--- src/rtl/mem_arbiter.sv ---
// mem_arbiter: shares the single-port 128-word test-bench RAM between the CPU
// (port 0) and the I/O / loader requester (port 1).
//
// Optional feature macro: MEM_ARB_ROUND_ROBIN_EN.
//   undefined -> fixed priority, port 0 wins every conflict.
//   defined   -> on conflict the port not granted last wins; a lone request is
//                always granted.
//
// Handshake: reqN is held high with weN/addrN/wdataN stable until ackN, which
// is a one-cycle pulse. rdataN is valid during ackN and holds until that
// port's next ack. Requests are only sampled in IDLE; a req still high in IDLE
// after its ack is a new access.
//
// fsm_state exposes the controller state (0 IDLE, 1 ACCESS, 2 ACK).
module mem_arbiter #(
   parameter int ACCESS_CYCLES = 1
) (
   input  logic          clock,
   input  logic          reset,
   input  logic          req0,
   input  logic          req1,
   input  logic          we0,
   input  logic          we1,
   input  logic [15:31]  addr0,
   input  logic [15:31]  addr1,
   input  logic [0:31]   wdata0,
   input  logic [0:31]   wdata1,
   output logic          ack0,
   output logic          ack1,
   output logic [0:31]   rdata0,
   output logic [0:31]   rdata1,
   output logic [15:31]  mem_addr,
   output logic          mem_we,
   output logic [0:31]   mem_wdata,
   input  logic [0:31]   mem_rdata,
   output logic          busy,
   output logic          owner,
   output logic [1:0]    fsm_state
);

   typedef enum logic [1:0] {
      IDLE   = 2'd0,
      ACCESS = 2'd1,
      ACK    = 2'd2
   } state_t;

   localparam logic [3:0] COUNT_INIT = 4'(ACCESS_CYCLES - 1);

   state_t     state;
   state_t     state_next;
   logic [3:0] count;
   logic       lat_we;
   logic       grant_valid;
   logic       grant_port;
   logic       cnt_zero;

   assign grant_valid = req0 | req1;
   assign cnt_zero    = (count == 4'd0);
   assign fsm_state   = state;

`ifdef MEM_ARB_ROUND_ROBIN_EN
   logic last_grant;

   // Conflict goes to the port not granted last; a lone request always wins.
   always_comb begin
      grant_port = 1'b0;
      if (req0 && req1) begin
         grant_port = ~last_grant;
      end else begin
         grant_port = ~req0;
      end
   end

   // Remember every grant; reset to 1 so the first conflict goes to port 0.
   always_ff @(posedge clock or negedge reset) begin
      if (!reset) begin
         last_grant <= 1'b1;
      end else if (state == IDLE && grant_valid) begin
         last_grant <= grant_port;
      end
   end
`else
   // Fixed priority: port 0 wins whenever it is requesting.
   always_comb begin
      grant_port = ~req0;
   end
`endif

   // Controller state register.
   always_ff @(posedge clock or negedge reset) begin
      if (!reset) begin
         state <= IDLE;
      end else begin
         state <= state_next;
      end
   end

   // Next state plus decoded strobes; mem_we pulses only in the last ACCESS cycle.
   always_comb begin
      state_next = state;
      mem_we     = 1'b0;
      ack0       = 1'b0;
      ack1       = 1'b0;
      busy       = 1'b0;
      case (state)
         IDLE: begin
            if (grant_valid) begin
               state_next = ACCESS;
            end
         end
         ACCESS: begin
            busy   = 1'b1;
            mem_we = lat_we & cnt_zero;
            if (cnt_zero) begin
               state_next = ACK;
            end
         end
         ACK: begin
            busy       = 1'b1;
            ack0       = ~owner;
            ack1       = owner;
            state_next = IDLE;
         end
         default: begin
            state_next = IDLE;
         end
      endcase
   end

   // Latch the winner's request, run the access counter, capture read data.
   always_ff @(posedge clock or negedge reset) begin
      if (!reset) begin
         count     <= 4'd0;
         lat_we    <= 1'b0;
         mem_addr  <= '0;
         mem_wdata <= '0;
         owner     <= 1'b0;
         rdata0    <= '0;
         rdata1    <= '0;
      end else begin
         case (state)
            IDLE: begin
               if (grant_valid) begin
                  owner     <= grant_port;
                  lat_we    <= grant_port ? we1 : we0;
                  mem_addr  <= grant_port ? addr1 : addr0;
                  mem_wdata <= grant_port ? wdata1 : wdata0;
                  count     <= COUNT_INIT;
               end
            end
            ACCESS: begin
               if (!cnt_zero) begin
                  count <= count - 4'd1;
               end else if (owner) begin
                  rdata1 <= mem_rdata;
               end else begin
                  rdata0 <= mem_rdata;
               end
            end
            default: begin
            end
         endcase
      end
   end

endmodule

--- config.mk ---
export PLATFORM = sky130hd
export DESIGN_NAME = mem_arbiter
export DESIGN_NICKNAME = d
export VERILOG_FILES = /design/src/rtl/mem_arbiter.sv
export SDC_FILE = /design/constraint.sdc
export NUM_CORES = 1
export LEC_CHECK = 0
export ABC_AREA = 1
export CORE_MARGIN = 8
export CORE_UTILIZATION = 44
export DETAILED_ROUTE_END_ITERATION = 6
export PLACE_DENSITY = 0.85
export SETUP_SLACK_MARGIN = 0.05
export SYNTH_ARGS = -nofsm -noshare
export SYNTH_HDL_FRONTEND = slang
export SYNTH_SLANG_ARGS = --single-unit
--- constraint.sdc ---
create_clock -name clock -period 4.1 [get_ports clock]
set_input_delay 0.615 -clock clock [delete_from_list [all_inputs] [get_ports clock]]
set_output_delay 0.615 -clock clock [all_outputs]
set_load 0.01 [all_outputs]
-- Word level (Yosys, flattened, before mapping)
Index checks and enable logic that the tools add are counted.
- muxes and demuxes: 13
- $add $sub $neg: 1
- bitwise gates (word level): 4
- eq/ne operators: 5
- reduce and logical (&&, ||, !) cells: 9
- operator list (kind ; number):
    $mux 32 ; 1
    $mux 17 ; 1
    $reduce_and 3->1 ; 3
    $mux 4 ; 2
    $pmux 4 s2 ; 1
    $ne 2x2->1 const B ; 3
    $mux 1 ; 5
    $logic_not 4->1 ; 1
    $mux 2 ; 2
    $pmux 2 s2 ; 1
    $reduce_and 2->1 ; 2
    $sub 4x1->4 const B ; 1
    $eq 2x1->1 const B ; 1
    $eq 2x2->1 const B ; 1
    $logic_not 2->1 ; 1
    $not 1->1 ; 2
    $reduce_bool 2->1 ; 1
    $reduce_or 2->1 ; 1
    $and 1x1->1 ; 1
    $or 1x1->1 ; 1
- output and inout bits: 120
- bits in registers: 121
- input port bits: 136
- logic and storage cells: 40

-- Logic depth before layout (Yosys ltp)
- depth after elaboration: 3
- depth in mapped cells: 9
- mapped depth without buffers: 7

-- Worst setup path before layout
OpenSTA, ideal clock, no wires.
- kind: reg-to-output
- start point: register state[1], in the netlist fsm_state[1]
- end point: output port mem_we
- required time: 3.485 ns
- arrival time: 1.061 ns
- cell stages (with the launch flop): 5
- slack: 2.424 ns
- path through: dfrtp_1 > inv_1 > ha_1 > nand3_1 > nor2_1
- cells in the longest elaborated chain, start to end: 2
- ends and longest elaborated chain (item ; line ; text):
    from (decl) ; 49 ; state_t state;
    from (signal assigned) ; 94 ; state <= state_next;
    $eq 2x1->1 ; 105 ; case (state)
    $mux 1 ; 105 ;
    to (decl) ; 33 ; output logic mem_we,
Every way passes these cells.

-- Worst setup path in the final report
Ends and elaborated chain as after synthesis.

==> impl_metrics.yaml <==
sta:
  worst-slew-pin-transition_ns: 1.139
  timing.final.ws_setup_ns: 1.404
  skew_ns: 0.006111
  final_min_period_over_clock_period: 0.6576
  final-setup-viol-count: 0
  relSlewSlack: 0.2391
  hold_viol: 0
  maxSlewViolCount: 0
  finalHoldWorstSlack_ns: 0.4657
  fin_crit_ns: 2.696
  rsz0062_at_grt: "no"
  fmax_ghz: 0.3709
  fin_tns_setup_ns: 0
yosys:
  synth-async-reset-ratio: 1.000
  syn_nets: 754
  post_synth.cell_area_avg_um2: 8.654
  synth.yosys.seq_area_share: 0.5717
  post_synth_instance_area_um2: 5296
  yosys.cell_types.count: 17
  synth_edf_count: 0
  ys_dominant_reg_cell: "sky130_fd_sc_hd__dfrtp_1"
  netlist.top_cell.by_area: "sky130_fd_sc_hd__dfrtp_1"
  syn-instance-count: 612
  ys_ff_latch: 121
  synth.yosys.warnings: 0
  netlist_top_cells_area: "sky130_fd_sc_hd__dfrtp_1 (57%), sky130_fd_sc_hd__nand2_1 (23%), sky130_fd_sc_hd__o211ai_1 (6.9%)"
  synth_top_area_frac: 0.5717
clock_network:
  clkTransAtPathRegs_ns: 0.05
  ctsRootBufferMaster: "sky130_fd_sc_hd__clkbuf_16"
  tritoncts_clock_tree: "done"
  post_cts_resize_count: 0
  numClockSinks: 121
  clk_latency_ns: 0.40
  cts_buffer_depth: 2
  tritoncts.num_buffers: 17
  htree_num_levels: 4
power_and_ir_drop:
  p_per_area_nw_per_um2: 776.6
  power.switching_mw: 2.356
  power.share.switching: 0.3538
  power.share.sequential: 0.319
  intPower_mw: 4.303
  power.total_mw: 6.659
  share_clk_of_total_power: 0.238
  ir_worst_vdd_mv: 0.3556
  power.combinational.fraction: 0.443
  total_leakage_power_nw: 4.090
global_routing:
  antenna_found_initial: 0
  gr-usage-all-layers: 0.2275
  globalRoute.totalOverflow: 0
  grt_pass1_vias: 5467
  grt_first_pass_wirelength_mm: 28.60
  grt_max_degree: 120
critical_path:
  crit_path_max_fanout: 5
  critical_path_class: "reg2out"
  worst-endpoint-required_ns: 3.48
  worst_ep_arrival_time_ns: 2.08
  worst_setup_path_end_kind: "output port"
  critical_path.startpoint_type: "flip-flop"
placement:
  io_buffers: 255
  post_dp_cell_area_um2: 7929
  dp_hpwl_mm: 13.15
  place.gp.congestion: 0.8020
  placement.setup.worst_slack_ns: 1.793
floorplanning:
  row_count: 40
  die_footprint_um2: 15800
  start_util: 0.4465
  vertical_die_dimension_um: 125.7
  pin_count: 256
  floorplan.die.width_um: 125.7
  core_um2: 11860
cells_and_area:
  antenna_cells_inserted: 0
  final_layout_size_suffix_gt1_frac: 0.1077
  num-nets-final: 1002
  design_area_um2: 8574
  flow.area_growth_from_synthesis_pct: 61.89
flow_run:
  drv_cap: 0
route:
  route.detailed.vias_per_inst: 5.047
  routed_wire_length_mm: 17.60
  detailedRoute.firstPassIterationCount: 5
  detailedRoute.firstIterationViolations: 420
  drc: 0
  route.detailed.wl_per_inst_um: 17.26
  route.vias.total: 5148
  final_antenna_net_count: 0
run_status:
  outcome: "finished, final reports clean"
hold_path:
  hold_class: "reg2reg"
[per-layer routing]
layer	part of all wire	wire, µm	GRT usage
met3	0.12	2159	0.1059
met5	0	0	0
met1	0.37	6550	0.2503
met4	0.024	418	0.09742
met2	0.48	8473	0.3716
[worst max-delay path, cell delays in order (launching register included)]
cell	delay, ns
sky130_fd_sc_hd__dfrtp_1	0.41
sky130_fd_sc_hd__inv_1	0.12
sky130_fd_sc_hd__ha_1	0.21
sky130_fd_sc_hd__nand3_1	0.22
sky130_fd_sc_hd__nor2_1	0.16
sky130_fd_sc_hd__clkdlybuf4s50_1	0.56
[placed cells by master, fill, tap and decap left out, drive strengths merged]
cell type and n:
nor2 7, ha 6, dlygate4sd3 1, dfrtp 121, inv 17, bufinv 4, clkdlybuf4s50 253, or2 50
nand3 4, clkbuf 19, clkinvlp 2, xor2 1, a21oi 1, clkinv 5, o21ai 2, buf 8
nand3b 1, nand2 322, o211ai 49
[repair_timing]
item | 4_1_cts | 5_1_grt
hold endpoints to repair | 2 | 0
hold buffers | 1 | 0
setup buffers | 0 | 0
[registers in the layout, indices dropped and copies added, names as in the netlist]
name / count
mem_wdata: 32
count: 4
mem_addr: 17
rdata1: 32
rdata0: 32
lat_we: 1
fsm_state: 2
owner: 1
[kinds of logic (layout without fill, tap and decap cells)]
group | count (synthesis) | in the layout | synth area share
xor gates and xnor gates | 1 | 1 | 0.001654
DFF | 121 | 121 | 0.5717
adders and majority gates | 6 | 6 | 0.01417
AOI/OAI and AO/OA | 52 | 52 | 0.07442
buffers and inverters | 48 | 309 | 0.03969
and+or+nand+nor | 384 | 384 | 0.2984
[path summary, 6_finish.rpt]
| path | cells after the start | slack, ns | from | end |
|---|---|---|---|---|
| max | 5 | 1.40 | fsm_state[1] | mem_we |
| min | 2 | 0.47 | rdata1[24] | rdata1[24] |
| max reg2reg | 7 | 1.80 | fsm_state[1] | rdata1[0] |
| min reg2reg | 2 | 0.47 | rdata1[24] | rdata1[24] |
| max in group asynchronous | 3 | 2.75 | reset | count[1] |
| min in group asynchronous | 2 | 0.55 | reset | rdata1[12] |
[power groups by stage]
stage               clock [mW]  combinational, mW  sequential [mW]
global route              1.67               3.23             2.20
detailed placement           0               2.97             2.13
CTS                       1.61               2.99             2.13
finish                    1.58               2.95             2.13
global placement             0               2.88             2.11
floorplan                    0               1.02             2.36
[area by class of cell]
| class | instances | area, µm² |
|---|---|---|
| inverters | 15 | 56.30 |
| well taps | 147 | 183.9 |
| clock inverters | 13 | 192.7 |
| fillers | 850 | 3287 |
| multi-input cells | 443 | 2058 |
| clock buffers | 19 | 442.9 |
| repair buffers | 262 | 2613 |
| flip-flops and latches | 121 | 3028 |
[Yosys cell counts (4+ instances only)]
library cell	n
sky130_fd_sc_hd__buf_2	18
sky130_fd_sc_hd__clkbuf_1	13
sky130_fd_sc_hd__dfrtp_1	121
sky130_fd_sc_hd__ha_1	6
sky130_fd_sc_hd__inv_1	13
sky130_fd_sc_hd__nand2_1	322
sky130_fd_sc_hd__nand3_1	4
sky130_fd_sc_hd__nor2_1	5
sky130_fd_sc_hd__o211ai_1	49
sky130_fd_sc_hd__or2_2	50
[metrics by stage]
step                      instances    util
after floorplan                 612       -
after global placement          987  0.6685
after detailed placement        987  0.6685
after CTS                      1020  0.7229
after global routing           1020  0.7229
final                          1020  0.7229
Power figures use the tool's default switching activity.
